$ cat src/rtl/cam_wr_sched.sv
// cam_wr_sched -- camera-side SDRAM write scheduler (133 MHz domain).
//
// Frames each camera picture on the falling edge of cmos_vsyn, clears the
// camera write FIFO, latches the target bank, then issues one row-burst
// request per row through the req/ack handshake until MAX_ROWS rows have
// been written. Per-frame row counts and a sticky overflow flag are reported.
//
// Ports:
//   clk_133M_i          in   133 MHz clock, rising edge
//   rst_133i            in   synchronous reset, active low
//   cmos_vsyn           in   raw camera VSYNC (asynchronous)
//   cam_bank      [1:0] in   bank for the next frame, sampled at frame start
//   fifo_used    [10:0] in   write-FIFO read-side fill level
//   wr_sdram_ack        in   burst-complete pulse from the SDRAM controller
//   wr_sdram_req        out  burst request (level)
//   wr_sdram_add [23:0] out  {bank, row, 9'b0}
//   clear_wrsdram_fifo  out  write-FIFO clear
//   frame_done          out  one-cycle pulse at each frame boundary after the first
//   rows_last    [12:0] out  row bursts completed in the previous frame
//   drop_flag           out  sticky: data arrived after the row limit was reached
module cam_wr_sched #(
   parameter int BURST_WORDS = 512,
   parameter int MAX_ROWS    = 750,
   parameter int CLR_CYCLES  = 4
) (
   input  logic        clk_133M_i,
   input  logic        rst_133i,
   input  logic        cmos_vsyn,
   input  logic [1:0]  cam_bank,
   input  logic [10:0] fifo_used,
   input  logic        wr_sdram_ack,
   output logic        wr_sdram_req,
   output logic [23:0] wr_sdram_add,
   output logic        clear_wrsdram_fifo,
   output logic        frame_done,
   output logic [12:0] rows_last,
   output logic        drop_flag
);

   typedef enum logic [2:0] {IDLE, CLR, WAIT, REQ, FULL} state_t;

   localparam logic [12:0] MAX_R    = 13'(MAX_ROWS);
   localparam logic [3:0]  CLR_INIT = 4'(CLR_CYCLES - 1);
   localparam logic [10:0] BURST_W  = 11'(BURST_WORDS);

   state_t      state, state_nx;
   logic        s1, s2, s3;
   logic        fs, ack_v;
   logic        pending, pending_nx;
   logic        fill_ok, fill_ok_nx;
   logic [3:0]  clr_cnt, clr_cnt_nx;
   logic [12:0] row, row_nx, row_inc;
   logic [1:0]  bank, bank_nx;
   logic        req_nx, clear_nx, frame_done_nx, drop_nx;
   logic [12:0] rows_last_nx;
   logic        boundary, enter_clr;

   assign fs           = s3 & ~s2;
   assign ack_v        = wr_sdram_ack & wr_sdram_req;
   assign wr_sdram_add = {bank, row, 9'd0};

   // Fill compare is only armed in the states that consume it, so the first
   // request after a clear (or after a burst) always sees one cycle of latency.
   assign fill_ok_nx = ((state == WAIT) || (state == FULL)) && (fifo_used >= BURST_W);

   always_comb begin
      state_nx      = state;
      pending_nx    = pending;
      clr_cnt_nx    = clr_cnt;
      row_nx        = row;
      bank_nx       = bank;
      req_nx        = wr_sdram_req;
      frame_done_nx = 1'b0;
      rows_last_nx  = rows_last;
      drop_nx       = drop_flag;
      boundary      = 1'b0;
      enter_clr     = 1'b0;
      row_inc       = row + 13'd1;

      case (state)
         IDLE: begin
            if (fs) enter_clr = 1'b1;
         end
         CLR: begin
            if (fs)                boundary   = 1'b1;
            else if (clr_cnt == '0) state_nx   = WAIT;
            else                   clr_cnt_nx = clr_cnt - 4'd1;
         end
         WAIT: begin
            if (fs) boundary = 1'b1;
            else if (fill_ok) begin
               req_nx   = 1'b1;
               state_nx = REQ;
            end
         end
         REQ: begin
            // An outstanding burst is never aborted; a frame start seen here
            // (or on the ack cycle itself) is deferred until the ack.
            if (ack_v) begin
               req_nx = 1'b0;
               if (pending || fs) begin
                  rows_last_nx  = row_inc;
                  frame_done_nx = 1'b1;
                  pending_nx    = 1'b0;
                  enter_clr     = 1'b1;
               end else begin
                  row_nx   = row_inc;
                  state_nx = (row_inc == MAX_R) ? FULL : WAIT;
               end
            end else if (fs) begin
               pending_nx = 1'b1;
            end
         end
         FULL: begin
            if (fill_ok) drop_nx  = 1'b1;
            if (fs)      boundary = 1'b1;
         end
         default: state_nx = IDLE;
      endcase

      if (boundary) begin
         rows_last_nx  = row;
         frame_done_nx = 1'b1;
         enter_clr     = 1'b1;
      end
      if (enter_clr) begin
         state_nx   = CLR;
         clr_cnt_nx = CLR_INIT;
         row_nx     = '0;
         bank_nx    = cam_bank;
      end
      clear_nx = (state_nx == CLR);
   end

   always_ff @(posedge clk_133M_i) begin
      if (!rst_133i) begin
         s1                 <= 1'b0;
         s2                 <= 1'b0;
         s3                 <= 1'b0;
         state              <= IDLE;
         pending            <= 1'b0;
         fill_ok            <= 1'b0;
         clr_cnt            <= '0;
         row                <= '0;
         bank               <= '0;
         wr_sdram_req       <= 1'b0;
         clear_wrsdram_fifo <= 1'b0;
         frame_done         <= 1'b0;
         rows_last          <= '0;
         drop_flag          <= 1'b0;
      end else begin
         s1                 <= cmos_vsyn;
         s2                 <= s1;
         s3                 <= s2;
         state              <= state_nx;
         pending            <= pending_nx;
         fill_ok            <= fill_ok_nx;
         clr_cnt            <= clr_cnt_nx;
         row                <= row_nx;
         bank               <= bank_nx;
         wr_sdram_req       <= req_nx;
         clear_wrsdram_fifo <= clear_nx;
         frame_done         <= frame_done_nx;
         rows_last          <= rows_last_nx;
         drop_flag          <= drop_nx;
      end
   end

endmodule

$ cat config.mk
export PLATFORM = sky130hd
export DESIGN_NAME = cam_wr_sched
export DESIGN_NICKNAME = d
export VERILOG_FILES = /design/src/rtl/cam_wr_sched.sv
export SDC_FILE = /design/constraint.sdc
export NUM_CORES = 1
export LEC_CHECK = 0
export BUFFER_PORTS_ARGS = -buffer_cell sky130_fd_sc_hd__buf_2
export CORE_MARGIN = 2
export CORE_UTILIZATION = 47
export CTS_BUF_LIST = sky130_fd_sc_hd__clkbuf_8
export CTS_CLUSTER_DIAMETER = 150
export DETAILED_ROUTE_END_ITERATION = 12
export PLACE_DENSITY = 0.74
export SLEW_MARGIN = 0
export SYNTH_ARGS = -nofsm -noshare
export SYNTH_HDL_FRONTEND = slang
export SYNTH_SLANG_ARGS = --single-unit
$ cat constraint.sdc
create_clock -name clk_133M_i -period 1.8 [get_ports clk_133M_i]
set_input_delay 0.27 -clock clk_133M_i [delete_from_list [all_inputs] [get_ports clk_133M_i]]
set_output_delay 0.27 -clock clk_133M_i [all_outputs]
set_load 0.005 [all_outputs]
## Word level (Yosys, flattened, before mapping)

Cells that the tools add are included.

- Register bits after elaboration: 44
- Input bits: 17
- Output and inout port bits: 41
- Word-level logic and storage cells: 90

- $add $sub $neg: 2
- Magnitude comparators: 1
- Equality and inequality tests: 12
- Multiplexer cells: 32
- Bitwise logic cells: 7
- Reductions and logical operators: 21

Operator list:

| cell | count |
|---|---|
| $mux W13 | 4 |
| $mux W3 | 8 |
| $reduce_and A3 Y1 | 5 |
| $add A13 B1 Y13 const B | 1 |
| $eq A13 B10 Y1 const B | 1 |
| $mux W1 | 13 |
| $pmux W3 S4 | 1 |
| $reduce_bool A2 Y1 | 6 |
| $ge A11 B10 Y1 const B | 1 |
| $mux W2 | 4 |
| $ne A2 B2 Y1 const B | 4 |
| $eq A3 B1 Y1 const B | 2 |
| $eq A3 B2 Y1 const B | 2 |
| $not A1 Y1 | 5 |
| $logic_not A4 Y1 | 1 |
| $ne A2 B1 Y1 const B | 2 |
| $pmux W1 S2 | 2 |
| $reduce_and A4 Y1 | 1 |
| $reduce_or A2 Y1 | 2 |
| $sub A4 B1 Y4 const B | 1 |
| $eq A3 B3 Y1 const B | 1 |
| $logic_not A3 Y1 | 1 |
| $reduce_or A3 Y1 | 1 |
| $and A1 B1 Y1 | 2 |
| 3 further kinds | 4 |

## Longest topological paths before layout

Gate-level depths: netlist of run 1.

- Word-level depth: 9
- Mapped depth: 8

## Least setup slack after synthesis of run 1

Ideal clock, no wire load.

- Path type: register to register
- From: reg row[1]
- To: reg state[1]
- Setup time: 0.096 ns
- Arrival time: 1.921 ns
- Required time: 1.704 ns
- Path slack: -0.217 ns
- Cell stages (with the launch flop): 7
- Buffers on the path: 0
- Path through: dfxtp_1 ha_1 nand3_4 nor3_1 mux2_1 and4_1 o41ai_2

- Word-level cells in the longest chain between the ends: 7

RTL lines:

| what | RTL line | RTL |
|---|---|---|
| start: declaration | 52 | `logic [12:0] row, row_nx, row_inc;` |
| start signal: assignment | 159 | `row <= row_nx;` |
| $add A13 B1 Y13 | 78 | `row_inc = row + 13'd1;` |
| $eq A13 B10 Y1 | 108 | `state_nx = (row_inc == MAX_R) ? FULL : WAIT;` |
| $mux W3 | 108 |  |
| $mux W3 | 101 | `if (pending \|\| fs) begin` |
| $mux W3 | 99 | `if (ack_v) begin` |
| $pmux W3 S4 | 80 | `case (state)` |
| $mux W3 | 126 | `if (enter_clr) begin` |
| end signal: assignment | 155 | `state <= state_nx;` |
| end: declaration | 46 | `state_t state, state_nx;` |

No other way between the ends.
A chain may end at the register's enable or synchronous reset.

## Final worst setup path of run 1

- From: reg row[0]
- To: reg state[1]

Same word-level chain as after synthesis.

==> flow_summary.yaml, run 1 <==
outcome:
  outcome: "complete, no violations"
routing:
  vias: 2101
  antenna_left: 0
  dr.pass1.iters: 4
  wl_um: 5329
  via_per_inst: 5.266
  drtIter0Drc: 88
  wire_per_inst_um: 13.36
  drc: 0
placed_design:
  dpl_cell_area_sq_um: 2714
  numPortBuffers: 39
  pre_cts_slack_ns: 0.01334
  gp_congestion: 0.8709
  dp_hpwl_um: 3796
  dpl.cell_count: 391
layout:
  finalInstanceArea_sq_um: 2833
  final-seq-area_sq_um: 885.9
  final_util_pct: 59.19
  antenna_cells_inserted: 0
  multi_input_area_sq_um: 1335
  stdcell_count: 399
  final_layout_size_suffix_gt1_share_pct: 28.01
  fillers: 470
  area_growth_pct: 19.92
  nets: 351
critical_path:
  worstPathRequired_ns: 2.00
  crit_path_top_delay_cell: "or4_1"
  path_cells: "ha_4, nand3_4, buf_4, or4_1, o21ai_0, and4_1, o41ai_2"
  critPathMaxStageDelay_ns: 0.39
  crit_arrival_ns: 1.94
  critPathMaxFanout: 5
  cp-start-kind: "register"
  critical_path.endpoint_type: "register"
  critical_path_class: "reg2reg"
grt:
  grt_pass1_vias: 1907
  antenna_found_initial: 0
  grt_start_max_net_pins: 21
  grt_overflow: 0
  grt_util_all_layers_pct: 20.44
  grt_pass1_wl_um: 8721
pwr:
  p_int_mw: 1.393
  seqPwrFrac_pct: 55.2
  p_sw_mw: 0.3740
  peakVddDrop_v: 0.0004043
  pwr-share-comb_pct: 2.4
  swShare_pct: 21.16
  p_leak_nw: 1.121
  clkPwrFrac_pct: 42.3
  powerDensity_nw_per_um2: 623.9
synth:
  synthAdderAreaFrac_pct: 1.589
  synth-seq-cells: 44
  synth_top_flop_cell: "dfxtp_1"
  synth_xor_area_share_pct: 7.786
  synth_compound_area_share_pct: 17.58
  ys_types: 53
  synth_top_area_share_pct: 37.29
  yosysWarnings: 0
  synthCells: 280
  synth_top_family_by_area: "simple AND/OR/NAND/NOR gates"
  yosysSeqAreaShare_pct: 37.29
  synth_area_leaders: "dfxtp_1, nor2_1, a21oi_1"
  avgSynthCellArea_sq_um: 8.437
  synth_area_leader_cell: "dfxtp_1"
  synth-edff-count: 0
  synth.area.mux_share_pct: 0.9534
  ys_async_sr_fraction_pct: 0
  synthSimpleGateAreaFrac_pct: 26.06
  synth_area_sq_um: 2362
floorplanning:
  core_sq_um: 4786
  die_y_um: 74.90
  fp-row-count: 25
  io-pin-count: 58
  die_area_sq_um: 5609
  die_w_um: 74.90
  initial_core_util_pct: 49.36
timing:
  rsz0062_at_grt: "yes"
  fin_skew_ns: 0.008882
  period_needed_ns: 1.737
  fmax_ghz: 0.5757
  hold_slack_ns: 0.1756
  timing.slew.headroom_pct: 53.39
  fin_ws_ns: 0.06295
  timing.final.crit_share_pct: 96.50
  setup_viol: 0
  drv_slew: 0
  hold_viol_final: 0
  worstMarginPinSlew_ns: 0.6983
cts:
  tritoncts: "yes"
  cts_sinks: 44
  clockBufferDepth: 2
  worstSkewPairLatency_ns: 0.30
  holdBufCountCts: 0
  post-cts-setup-buffers: 0
  h-tree-depth: 2
  cts-buffers-inserted: 5
  path_clk_slew_ns: 0.09
  cts-root-buf: "clkbuf_8"
run:
  maxCapViolCount: 0
min_path:
  hp-class: "in2reg"
-- registers in the layout (all words and copies together) (netlist names), 2 cells and up --
name and cells:
rows_last 13, clr_cnt 4, bank 2, state 3
row 13
-- final cells by class --
cell class	instances	share of cell area (%)
Clock buffer	5	2.429
Clock inverter	3	1.369
Inverter	10	1.325
Multi-Input combinational cell	206	47.13
Sequential cell	44	31.27
Tap cell	67	2.959
Timing Repair Buffer	64	13.52
-- kinds of logic after synthesis --
kind of cell	after synthesis
AOI/OAI and AO/OA	60
xor gates and xnor gates	21
adders and majority gates	3
buffers and inverters	38
DFF	44
muxes	2
other	1
and+or+nand+nor	111
-- per-stage QoR --
stage                     power (mW)  setup TNS [ns]
after floorplan                1.041               0
after global placement         1.042               0
after detailed placement       1.042               0
after CTS                      1.783               0
after global routing           1.826        -0.03667
final                          1.767               0
-- critical path, delay by kind of cell, from the launching register on --
| kind | cells | cell delay (ns) |
|---|---|---|
| AND/OR/NAND/NOR | 3 | 0.72 |
| flip-flops | 1 | 0.36 |
| adder cells (fa/ha/maj) | 1 | 0.15 |
| buffers and inverters | 1 | 0.16 |
| AO/OA/AOI/OAI | 2 | 0.25 |
-- cells in the mapped netlist, types with 2 or more instances --
master,instances
xnor2_1,12
nor2b_1,2
and4_1,2
nor3_1,11
nand4_1,4
inv_1,10
ha_1,3
o211a_1,2
nor4_1,4
a21boi_0,2
clkbuf_1,6
xor2_1,9
dfxtp_1,44
and2_1,5
o21ai_0,13
nor2_1,34
nand2b_1,3
a21oi_1,23
a221oi_1,3
a22oi_1,2
nand2_1,20
buf_4,13
nand3_1,9
a32oi_1,3
buf_2,9
nand4b_1,2
nor3b_1,4
-- layout by cell type, fill, tap and decap left out, types with 3 or more instances in the layout --
cell	instances
dfxtp_1	40
buf_2	39
nor2_1	34
buf_4	25
a21oi_1	23
nand2_1	20
o21ai_0	13
xnor2_1	12
inv_1	11
nor3_1	10
nand3_1	9
xor2_1	9
conb_1	9
clkbuf_8	5
nor3b_1	4
nand4_1	4
and2_1	4
dfxtp_2	4
nand2b_1	3
nor4_1	3
a221oi_1	3
a32oi_1	3
-- repair_timing --
item,in CTS,in global routing
setup endpoints to repair,2,3
pin swaps,0,2
resized for setup,1,5
-- metal layers --
metal	wire length (um)	share of wire, %	vias up	GRT usage (%)
met4	66	1.2	0	8.532
met2	2660	50	46	33.72
met1	2384	45	992	26.37
met5	0	0	-	0
met3	217	4.1	8	3.614
li1	-	-	1055	-
-- worst paths after layout --
kind	startpoint	to	slack, ns	depth (start not counted)
max	row[0]	state[1]	0.06	7
min	cmos_vsyn	s1	0.18	2
max reg2reg	row[0]	state[1]	0.06	7
min reg2reg	s1	s2	0.44	1
-- power groups by stage --
| stage | Sequential, mW | Combinational [mW] | Clock (mW) |
|---|---|---|---|
| after floorplan | 0.999 | 0.0419 | 0 |
| after CTS | 0.977 | 0.0429 | 0.764 |
| after global placement | 0.999 | 0.0425 | 0 |
| after global routing | 0.977 | 0.0489 | 0.800 |
| final | 0.977 | 0.0429 | 0.748 |
| after detailed placement | 1.00 | 0.0427 | 0 |
No activity file was read; power rests on OpenSTA's default activity.
==> inputs of run 2 (changes only) <==
--- a/config.mk
+++ b/config.mk
@@ -5,13 +5,12 @@
 export SDC_FILE = /design/constraint.sdc
 export NUM_CORES = 1
 export LEC_CHECK = 0
-export BUFFER_PORTS_ARGS = -buffer_cell sky130_fd_sc_hd__buf_2
 export CORE_MARGIN = 2
 export CORE_UTILIZATION = 47
 export CTS_BUF_LIST = sky130_fd_sc_hd__clkbuf_8
 export CTS_CLUSTER_DIAMETER = 150
 export DETAILED_ROUTE_END_ITERATION = 12
-export PLACE_DENSITY = 0.74
+export DONT_BUFFER_PORTS = 1
 export SLEW_MARGIN = 0
 export SYNTH_ARGS = -nofsm -noshare
 export SYNTH_HDL_FRONTEND = slang
==> flow_summary.yaml, run 2 (synthesized netlist as in run 1, its figures left out) <==
critical_path:
  crit_path_top_delay_cell: "a2111oi_4"
  crit_arrival_ns: 1.97
  critical_path.endpoint_type: "register"
  critPathMaxFanout: 4
  cp-start-kind: "register"
  critical_path_class: "reg2reg"
  cp_top_family: "simple AND/OR/NAND/NOR gates"
  path_cells: "ha_4, nand3_4, or3_4, a2111oi_4, and4_1, o41ai_2"
  rrSetupSlack_ns: 0.02
  worstPathRequired_ns: 2.00
  path_buf_inv: 0
  critPathMaxStageDelay_ns: 0.38
layout:
  nets: 316
  finalInstanceArea_sq_um: 2684
  final_layout_size_suffix_gt1_share_pct: 20.88
  area_growth_pct: 13.61
  layout_commonest_cell: "dfxtp_1"
  fillers: 469
  antenna_cells_inserted: 0
  final_cell_mix: "dfxtp_1, nor2_1, buf_4, a21oi_1, nand2_1"
  largestRegisters: "row x13, rows_last x13, clr_cnt x4"
  stdcell_count: 364
placed_design:
  dpl.cell_count: 356
  gp_congestion: 0.8971
  numPortBuffers: 0
  dp_hpwl_um: 3802
  dpl_cell_area_sq_um: 2561
routing:
  antenna_left: 0
  drc: 0
  wl_um: 5493
  wire_per_inst_um: 15.09
  drtIter0Drc: 46
  dr.pass1.iters: 4
  vias: 1981
  via_per_inst: 5.442
floorplanning:
  die_w_um: 74.90
  fp-row-count: 25
  die_y_um: 74.90
  initial_core_util_pct: 49.36
  io-pin-count: 58
  die_area_sq_um: 5609
  core_sq_um: 4786
grt:
  grt_util_all_layers_pct: 20.96
  grt_pass1_vias: 1810
  grt_start_max_net_pins: 21
  grt_overflow: 0
  grt_pass1_wl_um: 8832
  antenna_found_initial: 0
pwr:
  peakVddDrop_v: 0.0003667
  clkPwrFrac_pct: 39.1
  swShare_pct: 22.20
  p_sw_mw: 0.3681
  p_leak_nw: 0.9297
  p_int_mw: 1.290
  pwr-share-comb_pct: 2.0
  total_power_mw: 1.658
  seqPwrFrac_pct: 58.9
  powerDensity_nw_per_um2: 617.7
cts:
  tritoncts: "yes"
  clockBufferDepth: 2
  h-tree-depth: 2
  holdBufCountCts: 0
  path_clk_slew_ns: 0.08
  cts_sinks: 44
  cts-root-buf: "clkbuf_8"
  cts-buffers-inserted: 5
  worstSkewPairLatency_ns: 0.30
timing:
  drv_slew: 0
  timing.final.crit_share_pct: 98.73
  fin_skew_ns: 0.005094
  setup_viol: 0
  hold_viol_final: 0
  setup_tns_ns: 0
  rsz0062_at_grt: "yes"
  period_needed_ns: 1.777
  fmax_ghz: 0.5627
run:
  maxCapViolCount: 0
min_path:
  hp-class: "in2reg"
outcome:
  outcome: "complete, no violations"
-- run 2: changes by cell type in the layout (fill, tap and decap cells not counted), sizes merged --
cell    previous run  this run
clkinv             1         2
bufinv             1         0
clkbuf             5         6
inv               11        10
buf               64        29
-- run 2: final cells by class --
class | instances | area, sq um | area share [%]
multi-input combinational | 206 | 1353 | 50.40
sequential | 44 | 887.1 | 33.05
timing repair buffer | 29 | 230.2 | 8.578
tap | 67 | 83.83 | 3.124
clock buffer | 6 | 82.58 | 3.077
inverter | 10 | 37.54 | 1.399
clock inverter | 2 | 10.01 | 0.3730
-- run 2: per-layer routing --
metal | part of all wire, % | GRT usage (%)
met1 | 44 | 25.93
met2 | 49 | 35.09
met3 | 5.8 | 5.890
met4 | 1.3 | 7.143
met5 | 0 | 0
-- run 2: power by group through the flow --
stage	combinational (mW)	clock [mW]	sequential (mW)
after floorplan	0.0419	0	0.999
after global placement	0.0332	0	1.00
after detailed placement	0.0335	0	1.00
after CTS	0.0335	0.674	0.977
after global routing	0.0383	0.709	0.977
final	0.0332	0.648	0.976
-- run 2: final timing paths --
path                            startpoint  endpoint  cells past startpoint
worst max-delay path                row[0]  state[1]                      6
worst max register to register      row[0]  state[1]                      6
worst min register to register          s1        s2                      1
worst min-delay path              rst_133i        s1                      1
-- run 2: timing repair --
| action | 4_1_cts | 5_1_grt |
|---|---|---|
| setup buffers | 0 | 0 |
| endpoints found under the setup margin | 0 | 16 |
| gates resized for setup | 0 | 11 |
-- run 2: through the flow --
| stage | hold WS [ns] | setup WS, ns | utilization (%) |
|---|---|---|---|
| global route | 0.06969 | -0.02515 | 56.08 |
| CTS | 0.07922 | 0.01370 | 55.45 |
| floorplan | 0.3973 | 0.003813 | - |
| global placement | 0.3942 | 0.05755 | 53.52 |
| detailed placement | 0.3975 | 0.02404 | 53.52 |
| finish | 0.08889 | 0.02279 | 56.08 |
-- run 2: worst register-to-register path, delay by kind of cell, from the launching register on --
kind,cells,cell delay (ns)
flip-flops,1,0.36
adder cells (fa/ha/maj),1,0.15
AND/OR/NAND/NOR,3,0.72
AO/OA/AOI/OAI,2,0.44
